==> src/rtl/dmem_store_buffer.sv <==
// dmem_store_buffer
//   Data-memory front end for the MEM stage of the pipelined CPU. Stores are
//   formatted into lane-replicated word writes with byte enables and queued
//   in a DEPTH-entry FIFO that drains to a word-wide req/ack memory bus.
//   Loads use the same bus and come back sign- or zero-extended on Data_in.
//   stall is raised whenever the current access cannot complete this cycle.
//
//   Optional feature: define DMEM_FWD_EN to enable store-to-load forwarding
//   from the youngest matching queued store when its byte enables cover the
//   load. Without it, any queued store to the same word blocks the load
//   until that store has drained.
//
// Ports
//   clk, reset            clock, asynchronous active-high reset
//   mem_w, mem_r          MEM-stage store / load request (never both high)
//   Addr_out, Data_out    byte address, right-aligned store data
//   dm_ctrl               0 word, 1 half, 2 half-unsigned, 3 byte, 4 byte-unsigned
//   Data_in               extended load result (holds outside a load response)
//   stall                 freeze the pipeline this cycle
//   bus_req, bus_we       bus request, 1 = write
//   bus_addr, bus_wdata   word address, lane-replicated write data
//   bus_be                byte enables
//   bus_rdata, bus_ack    read data, request completion

module dmem_store_buffer #(
  parameter int DEPTH = 4
) (
  input  logic        clk,
  input  logic        reset,
  input  logic        mem_w,
  input  logic        mem_r,
  input  logic [31:0] Addr_out,
  input  logic [31:0] Data_out,
  input  logic [2:0]  dm_ctrl,
  output logic [31:0] Data_in,
  output logic        stall,
  output logic        bus_req,
  output logic        bus_we,
  output logic [31:0] bus_addr,
  output logic [31:0] bus_wdata,
  output logic [3:0]  bus_be,
  input  logic [31:0] bus_rdata,
  input  logic        bus_ack
);

  localparam int PTR_W = $clog2(DEPTH);
  localparam int CNT_W = PTR_W + 1;

  typedef enum logic [1:0] {
    S_IDLE,
    S_WR,
    S_RD,
    S_RESP
  } state_t;

  state_t             state_q, state_d;
  logic [PTR_W-1:0]   head_q, head_d;
  logic [PTR_W-1:0]   tail_q, tail_d;
  logic [CNT_W-1:0]   count_q, count_d;
  logic [31:0]        data_in_q, data_in_d;
  logic [29:0]        ent_addr_q  [DEPTH];
  logic [29:0]        ent_addr_d  [DEPTH];
  logic [31:0]        ent_wdata_q [DEPTH];
  logic [31:0]        ent_wdata_d [DEPTH];
  logic [3:0]         ent_be_q    [DEPTH];
  logic [3:0]         ent_be_d    [DEPTH];

  logic               push;
  logic               pop;
  logic               full;
  logic [31:0]        st_wdata;
  logic [3:0]         st_be;
  logic [3:0]         ld_need;
  logic               match_any;
  logic               fwd_hit;
  logic [31:0]        fwd_data;

  // Extract and extend the addressed half/byte of a memory word.
  function automatic logic [31:0] load_format(input logic [31:0] word,
                                              input logic [1:0]  lane,
                                              input logic [2:0]  ctrl);
    logic [15:0] half_v;
    logic [7:0]  byte_v;
    logic [31:0] res;
    half_v = lane[1] ? word[31:16] : word[15:0];
    byte_v = word[{lane, 3'b000} +: 8];
    case (ctrl)
      3'd1:    res = {{16{half_v[15]}}, half_v};
      3'd2:    res = {16'h0000, half_v};
      3'd3:    res = {{24{byte_v[7]}}, byte_v};
      3'd4:    res = {24'h000000, byte_v};
      default: res = word;
    endcase
    return res;
  endfunction

  // Byte lanes an access of the given size touches.
  function automatic logic [3:0] lane_mask(input logic [1:0] lane,
                                           input logic [2:0] ctrl);
    logic [3:0] m;
    case (ctrl)
      3'd1, 3'd2: m = lane[1] ? 4'b1100 : 4'b0011;
      3'd3, 3'd4: m = 4'b0001 << lane;
      default:    m = 4'b1111;
    endcase
    return m;
  endfunction

  // Store formatting: replicate the sub-word across all lanes so the bus
  // only has to honour bus_be; low address bits beyond the size are ignored.
  always_comb begin
    st_be = lane_mask(Addr_out[1:0], dm_ctrl);
    case (dm_ctrl)
      3'd1, 3'd2: st_wdata = {2{Data_out[15:0]}};
      3'd3, 3'd4: st_wdata = {4{Data_out[7:0]}};
      default:    st_wdata = Data_out;
    endcase
    ld_need = lane_mask(Addr_out[1:0], dm_ctrl);
  end

  // Scan valid entries oldest to youngest; the last hit is the youngest.
  always_comb begin
    logic [PTR_W-1:0] idx;
`ifdef DMEM_FWD_EN
    logic [31:0]      young_wdata;
    logic [3:0]       young_be;
    young_wdata = '0;
    young_be    = '0;
`endif
    idx       = '0;
    match_any = 1'b0;
    for (int k = 0; k < DEPTH; k++) begin
      idx = head_q + PTR_W'(k);
      if ((CNT_W'(k) < count_q) && (ent_addr_q[idx] == Addr_out[31:2])) begin
        match_any = 1'b1;
`ifdef DMEM_FWD_EN
        young_wdata = ent_wdata_q[idx];
        young_be    = ent_be_q[idx];
`endif
      end
    end
`ifdef DMEM_FWD_EN
    // Forward only from the youngest match, and only if it holds every byte.
    fwd_hit  = mem_r && (state_q == S_IDLE) && match_any &&
               ((young_be & ld_need) == ld_need);
    fwd_data = load_format(young_wdata, Addr_out[1:0], dm_ctrl);
`else
    fwd_hit  = 1'b0;
    fwd_data = '0;
`endif
  end

  // FIFO bookkeeping. Fullness is judged on the registered count, so a pop
  // in the same cycle does not let a stalled store in until the next cycle.
  always_comb begin
    full        = (count_q == CNT_W'(DEPTH));
    push        = mem_w && !full;
    pop         = (state_q == S_WR) && bus_ack;
    head_d      = pop  ? head_q + PTR_W'(1) : head_q;
    tail_d      = push ? tail_q + PTR_W'(1) : tail_q;
    count_d     = count_q + CNT_W'(push) - CNT_W'(pop);
    ent_addr_d  = ent_addr_q;
    ent_wdata_d = ent_wdata_q;
    ent_be_d    = ent_be_q;
    if (push) begin
      ent_addr_d[tail_q]  = Addr_out[31:2];
      ent_wdata_d[tail_q] = st_wdata;
      ent_be_d[tail_q]    = st_be;
    end
  end

  // Bus sequencer. Unblocked loads go ahead of queued stores; a blocked
  // load keeps the FSM draining until no matching entry remains.
  always_comb begin
    state_d   = state_q;
    data_in_d = data_in_q;
    bus_req   = 1'b0;
    bus_we    = 1'b0;
    bus_addr  = '0;
    bus_wdata = '0;
    bus_be    = '0;
    case (state_q)
      S_IDLE: begin
        if (mem_r && !match_any) begin
          state_d = S_RD;
        end else if (count_q != '0) begin
          state_d = S_WR;
        end
        if (fwd_hit) begin
          data_in_d = fwd_data;
        end
      end
      S_WR: begin
        bus_req   = 1'b1;
        bus_we    = 1'b1;
        bus_addr  = {ent_addr_q[head_q], 2'b00};
        bus_wdata = ent_wdata_q[head_q];
        bus_be    = ent_be_q[head_q];
        if (bus_ack) begin
          state_d = S_IDLE;
        end
      end
      S_RD: begin
        bus_req  = 1'b1;
        bus_addr = {Addr_out[31:2], 2'b00};
        bus_be   = ld_need;
        if (bus_ack) begin
          data_in_d = load_format(bus_rdata, Addr_out[1:0], dm_ctrl);
          state_d   = S_RESP;
        end
      end
      S_RESP: begin
        state_d = S_IDLE;
      end
      default: begin
        state_d = S_IDLE;
      end
    endcase
    stall   = (mem_w && full) || (mem_r && (state_q != S_RESP) && !fwd_hit);
    Data_in = fwd_hit ? fwd_data : data_in_q;
  end

  // State registers; reset discards all queued stores.
  always_ff @(posedge clk or posedge reset) begin
    if (reset) begin
      state_q   <= S_IDLE;
      head_q    <= '0;
      tail_q    <= '0;
      count_q   <= '0;
      data_in_q <= '0;
      for (int i = 0; i < DEPTH; i++) begin
        ent_addr_q[i]  <= '0;
        ent_wdata_q[i] <= '0;
        ent_be_q[i]    <= '0;
      end
    end else begin
      state_q   <= state_d;
      head_q    <= head_d;
      tail_q    <= tail_d;
      count_q   <= count_d;
      data_in_q <= data_in_d;
      for (int i = 0; i < DEPTH; i++) begin
        ent_addr_q[i]  <= ent_addr_d[i];
        ent_wdata_q[i] <= ent_wdata_d[i];
        ent_be_q[i]    <= ent_be_d[i];
      end
    end
  end

endmodule

==> config.mk <==
export PLATFORM = sky130hd
export DESIGN_NAME = dmem_store_buffer
export DESIGN_NICKNAME = d
export VERILOG_FILES = /design/src/rtl/dmem_store_buffer.sv
export SDC_FILE = /design/constraint.sdc
export NUM_CORES = 1
export LEC_CHECK = 0
export ABC_AREA = 1
export BUFFER_PORTS_ARGS = -buffer_cell sky130_fd_sc_hd__buf_2
export CORE_MARGIN = 2
export CORE_UTILIZATION = 30
export CTS_BUF_LIST = sky130_fd_sc_hd__clkbuf_8
export DETAILED_ROUTE_END_ITERATION = 8
export PLACE_DENSITY = 0.56
export SYNTH_ARGS = -nofsm -noshare
export SYNTH_HDL_FRONTEND = slang
export SYNTH_SLANG_ARGS = --single-unit
==> constraint.sdc <==
create_clock -name clk -period 15.4 [get_ports clk]
set_input_delay 0.77 -clock clk [delete_from_list [all_inputs] [get_ports clk]]
set_output_delay 0.77 -clock clk [all_outputs]
set_load 0.01 [all_outputs]
Word level (Yosys, flattened, before mapping)

Cells that the tools add are included.

Add/sub/neg operators: 6
$mul: 0
Divide/modulo/power cells: 0
Muxes and demuxes: 46
Reduce and logical (&&, ||, !) cells: 20
Bitwise logic cells: 5
Order comparisons: 10
Equal/unequal tests: 16
Shifts and indexed selects: 2

Operators with widths:

| operator                                             | number |
|---|---|
| 2-to-1 mux 30 bit                                    | 9 |
| binary-select mux 30 bit (select 2 bit)              | 4 |
| bitwise mux 128 bit                                  | 1 |
| 2-to-1 mux 32 bit                                    | 4 |
| one-hot mux 32 bit (2 select lines)                  | 2 |
| one-hot mux 32 bit (4 select lines)                  | 1 |
| bitwise mux 120 bit                                  | 1 |
| equality test 30 bit                                 | 4 |
| binary-select mux 32 bit (select 2 bit)              | 1 |
| demux 32 bit (select 2 bit)                          | 1 |
| demux 30 bit (select 2 bit)                          | 1 |
| indexed part select 32 x 6 -> 8 bit                  | 1 |
| bitwise mux 16 bit                                   | 1 |
| 2-to-1 mux 16 bit                                    | 1 |
| 2-to-1 mux 4 bit                                     | 4 |
| one-hot mux 4 bit (2 select lines)                   | 2 |
| >= comparator 3 bit (second input constant)          | 5 |
| inverter 2 -> 3 bit                                  | 5 |
| logical AND 1 bit                                    | 10 |
| binary-select mux 4 bit (select 2 bit)               | 1 |
| demux 4 bit (select 2 bit)                           | 1 |
| 2-to-1 mux 2 bit                                     | 4 |
| one-hot mux 2 bit (4 select lines)                   | 1 |
| equality test 3 x 2 -> 1 bit (second input constant) | 2 |
| 22 further kinds                                     | 38 |

Bits in read-only memories: 0
Register bits after elaboration: 305
Memory bits (writable): 0
Word-level logic and storage cells: 122
Output and inout bits: 103
Latch bits: 0
Memories kept: 0
Bits of input ports: 104

Logic depth before layout (Yosys ltp)

Word-level depth: 14
Gate-level depth with buffers: 22
Mapped depth without buffers: 20

Worst setup path after synthesis

Ideal clock, no wire load.

Kind: in2out
Start point: in dm_ctrl[1]
End point: out bus_be[0]
Data required time: 14.630 ns
Data arrival time: 2.157 ns
Path buffers: 1
Stages on the path: 8
Slack: 12.473 ns
Cell sequence: nor3_1 -> nor2_1 -> buf_2 -> clkinv_1 -> nor2_1 -> o21ai_1 -> nand2_1 -> a21oi_1

Longest elaborated chain between the ends: 4
Elaborated cells on any way between the ends: 8
Those cells by class: 4 x eq/ne; 2 x mux; 2 x reduce/logical

RTL lines:

| element                                     | line | source |
|---|---|---|
| start, declared                             | 34   | `input logic [2:0] dm_ctrl,` |
| equality test 3 bit (tied with other cells) | 101  | `case (ctrl)` |
| OR reduction 2 bit                          | 101  |  |
| one-hot mux 4 bit (2 select lines) (*)      | 101  |  |
| one-hot mux 4 bit (2 select lines) (*)      | 182  | `case (state_q)` |
| end, declared                               | 41   | `output logic [3:0] bus_be,` |

Mark *: on every way between the ends. The rest lies on a longest branch, timed or not.

Worst setup path after layout

Start point: reg head_q[0]
End point: reg state_q[1]

Longest elaborated chain between the ends: 14
Elaborated cells on any way between the ends: 37
Those cells by class: 3 x add/sub; 5 x eq/ne; 18 x mux; 4 x bitwise; 7 x reduce/logical

RTL lines:

| element                                                                                                     | line     | source |
|---|---|---|
| start, declared                                                                                             | 57       | `logic [PTR_W-1:0] head_q, head_d;` |
| start signal, assigned                                                                                      | 227      | `head_q <= '0;` |
| start signal, assigned                                                                                      | 238      | `head_q <= head_d;` |
| adder 2 x 1 -> 2 bit / inverter 2 -> 3 bit (equally long branches)                                          | 133, 134 |  |
| inverter 2 -> 3 bit (not written as such) / binary-select mux 30 bit (select 2 bit) (equally long branches) | 134      | `if ((CNT_W'(k) < count_q) && (ent_addr_q[idx] == Addr_out[31:2])) begin` |
| binary-select mux 30 bit (select 2 bit) / 2-to-1 mux 30 bit (equally long branches)                         | 134      |  |
| 2-to-1 mux 30 bit (not written as such)                                                                     | 134      |  |
| 2-to-1 mux 30 bit (not written as such) / equality test 30 bit (equally long branches)                      | 134      |  |
| equality test 30 bit / logical AND 1 bit (equally long branches)                                            | 134      |  |
| logical AND 1 bit / 2-to-1 mux 1 bit (equally long branches)                                                | 134      |  |
| 2-to-1 mux 1 bit (2 in a row)                                                                               | 134      |  |
| 2-to-1 mux 1 bit (*)                                                                                        | 134      |  |
| logical NOT 1 bit (*)                                                                                       | 184      | `if (mem_r && !match_any) begin` |
| logical AND 1 bit (*)                                                                                       | 184      |  |
| 2-to-1 mux 2 bit / inequality test 3 bit (equally long branches)                                            | -        |  |
| one-hot mux 2 bit (4 select lines) / AND reduction 3 bit (equally long branches)                            | -        |  |
| end signal, assigned                                                                                        | 237      | `state_q <= state_d;` |
| end, declared                                                                                               | 56       | `state_t state_q, state_d;` |

Mark *: on every way between the ends. The rest lies on a longest branch, timed or not. The select of a mux whose other input is x is not followed.
A chain may end at the register's enable or synchronous reset.

==> impl_results.md <==
* Max Cap Violations at 0
* Post-Synth Adder-Cell Area at less than 1%
* Max Buffers Root-to-Sink at 3
* Post-synthesis compound-gate area fraction at 14.3%
* Final #Nets at a little over 3,000
* Worst slew pin tran at 1.16 ns
* Area contributors post-synth: dfrtp_1 (41%), nand2_1 (25%), o21ai_0 (7.5%)
* Final WL at 65.3 mm
* Area grow syn2layout at 14.2%
* Initial Utilization at 30.3%
* Vias in the first global route at roughly 18,000
* Fmax achieved at around 200 MHz
* Most used DFF post-synth: dfrtp_1
* Crit. End Element: flip-flop
* Cts hold-fix bufs at 0
* Placer Congestion at 0.906
* Die Wd at 254 um
* First-pass GRT wire length at 102 mm
* Critical path peak fanout at 79
* Period utilisation layout at between 30% and 40%
* IO Count at 207
* Vias post-DR at approximately 19,000
* Total GRT Usage at 20.1%
* Hold WC Path Type: in2async
* Worst slew margin at 22.3%
* Area leader, netlist: dfrtp_1
* Fin. max-slew vios at 0
* Grt ovf at 0
* Fillers at about 6,800
* Footprint of the multi-input gates at 9540 sq um
* Worst skew pair latency at 0.68 ns
* Synthesized instance count at roughly 2,800
* Final hold violation count at 0
* Synth cell types at 37
* Commonest non-fill, non-tap cell in the layout: nand2_1
* CTS H-tree depth at 2
* CP Class: reg2reg
* Clock transition at path regs at around 0.060 ns
* DPL Wire Length at roughly 43 mm
* Initial antenna violation count at 2
* Simple-Gate Fraction of Synth Area at about a third
* Clk sinks at 305
* Most frequent cells in the layout: nand2_1 (1,227), dfrtp_1 (303), o21ai_0 (281)
* Die ar. at between 60,000 and 70,000 sq um
* Root Driver: clkbuf_8
* VDD IR max at roughly 0.14 mV
* Number of synthesized flops with an enable pin at 0
* Row count at 91
* Core area at 61,700 sq um
* Final min period at 4.99 ns
* PwrDens at 227 nW/um^2
* Setup Fix Bufs, Post-CTS at 0
* Post-Synth XOR/XNOR Area at less than 1%
* CP Data Arrival Time at 5.59 ns
* Final TNS setup at 0 ns
* CTS tree: built
* Sequential fraction of the synthesis area at 40.8%
* Register Area at 7640 sq um
* Worst setup SP type: flip-flop
* Pre-CTS setup slack at 10.55 ns
* Mux cell area share after synthesis at 0.0535%
* Synth top area share at 40.8%
* PortBufs at 204
* Leakage at 11.0 nW
* Setup-failing EPs final at 0
* Synthesis-stage register bit count at 305
* Largest family of logic cells by synthesized area: simple AND/OR/NAND/NOR gates
* DRC at 0
* Share of cells above drive strength 1 at 11.1%
* Status: completed
* YS warnings at 0
* Worst Skew at 0.0323 ns
* Vias/cell at 4.93
* Avg WL per Cell at between 15 and 20 um
* Synth async-reset ratio at between 90% and 100%
* Syn avg cell area at between 6 and 7 sq um
* Total CTS buffers at 59
* Initial drt markers at 1,647
* RSZ-0062 raised after global routing: false
* Die height at 254 um
* Post-route ant nets at 0
* CTS resizes at 0
* Largest net degree at the start of global routing at 161
* PnR worst setup slack at 10.41 ns
* WP data required at 16.00 ns
* Total iterations of the first detailed-routing run at 6
* Syn Std Cell Area at 18,700 sq um
-- cell families after synthesis --
kind of cell    after synthesis
compound gates              479
buf+inv                     368
fa+ha+maj                    13
simple gates               1624
mux                           1
flops                       305
xor+xnor                     16
other cells                   1
-- power breakdown --
part / switching [mW] / internal, mW / leakage, nW
Combinational: 1.75 / 0.803 / 6.53
Sequential: 0.285 / 1.18 / 3.79
Clock: 0.380 / 0.442 / 0.689
-- path summary, 6_finish.rpt --
kind / from / endpoint / slack (ns) / cells after the start
worst max-delay path: head_q[0] / state_q[1] / 10.41 / 20
worst min-delay path: reset / ent_wdata_q[113] / 0.19 / 2
worst max register to register: head_q[0] / state_q[1] / 10.41 / 20
worst min register to register: ent_wdata_q[124] / ent_wdata_q[124] / 0.48 / 2
max in group asynchronous: reset / ent_addr_q[106] / 13.84 / 3
min in group clk: bus_rdata[4] / Data_in[4] / 0.34 / 3
-- sequential cells by signal, indices dropped and copies added, names as in the netlist --
register / cells
Data_in: 32
count_q: 3
ent_addr_q: 120
ent_be_q: 16
ent_wdata_q: 128
head_q: 2
state_q: 2
tail_q: 2
-- through the flow --
| step | hold slack (ns) | instance area, sq um | total power, mW | util, % | instances |
|---|---|---|---|---|---|
| global placement | 0.463 | 20200 | 4.00 | 32.7 | 3701 |
| CTS | 0.182 | 21400 | 4.87 | 34.6 | 3805 |
| finish | 0.186 | 21400 | 4.84 | 34.6 | 3807 |
| floorplan | 0.449 | 18700 | 3.29 | - | 2808 |
| global route | 0.179 | 21400 | 5.30 | 34.6 | 3806 |
| detailed placement | 0.465 | 20200 | 4.02 | 32.7 | 3701 |
-- metal layers --
metal	GRT usage [%]	part of all wire (%)	wire, um	up-vias
met2	32.2	46	29700	622
met3	3.12	6.6	4320	110
met1	27.7	45	29400	8716
met5	0	0.020	13	-
li1	-	-	-	9335
met4	6.86	2.8	1800	2
-- worst max-delay path: stages, from the launching register on --
cell and delay [ns]:
dfrtp_4 0.81, inv_4 0.74, nand2_1 0.85, nand2_2 0.27
buf_4 0.64, nand2_1 0.14, nand2_1 0.10, nand2_1 0.05
nand2_1 0.06, nand3_1 0.06, nor2_1 0.21, nand2_1 0.12
nor2_1 0.20, nand2_1 0.08, nand2_1 0.06, nand2_1 0.04
nand2_1 0.14, nand3_1 0.11, nand2_1 0.09, nand2_1 0.06
nand2_1 0.05
-- area by class of cell --
type / count / area share, %
Clock buffer: 73 / 4.70
Antenna cell: 2 / 0.0234
Timing Repair Buffer: 224 / 5.54
Multi-Input combinational cell: 2135 / 44.7
Clock inverter: 31 / 0.837
Sequential cell: 305 / 35.8
Tap cell: 837 / 4.90
Inverter: 200 / 3.57
-- synth_stat cells (2+ instances only) --
| cell type | number |
|---|---|
| a211oi_1 | 4 |
| a21oi_1 | 64 |
| a221oi_1 | 16 |
| a22oi_1 | 19 |
| a31oi_1 | 24 |
| a41oi_1 | 2 |
| buf_1 | 13 |
| buf_2 | 27 |
| buf_4 | 17 |
| buf_6 | 12 |
| clkbuf_1 | 99 |
| clkinv_1 | 5 |
| dfrtp_1 | 305 |
| ha_1 | 12 |
| inv_1 | 193 |
| nand2_1 | 1231 |
| nand2_2 | 3 |
| nand3_1 | 279 |
| nand4_1 | 13 |
| nor2_1 | 88 |
| nor3_1 | 5 |
| o2111ai_1 | 2 |
| o211ai_1 | 23 |
| o21ai_0 | 281 |
| o21ai_1 | 12 |
| o221ai_1 | 3 |
| o22ai_1 | 28 |
| or2_2 | 3 |
| xor2_1 | 16 |
Note: power is estimated with default switching activity, not from simulation.
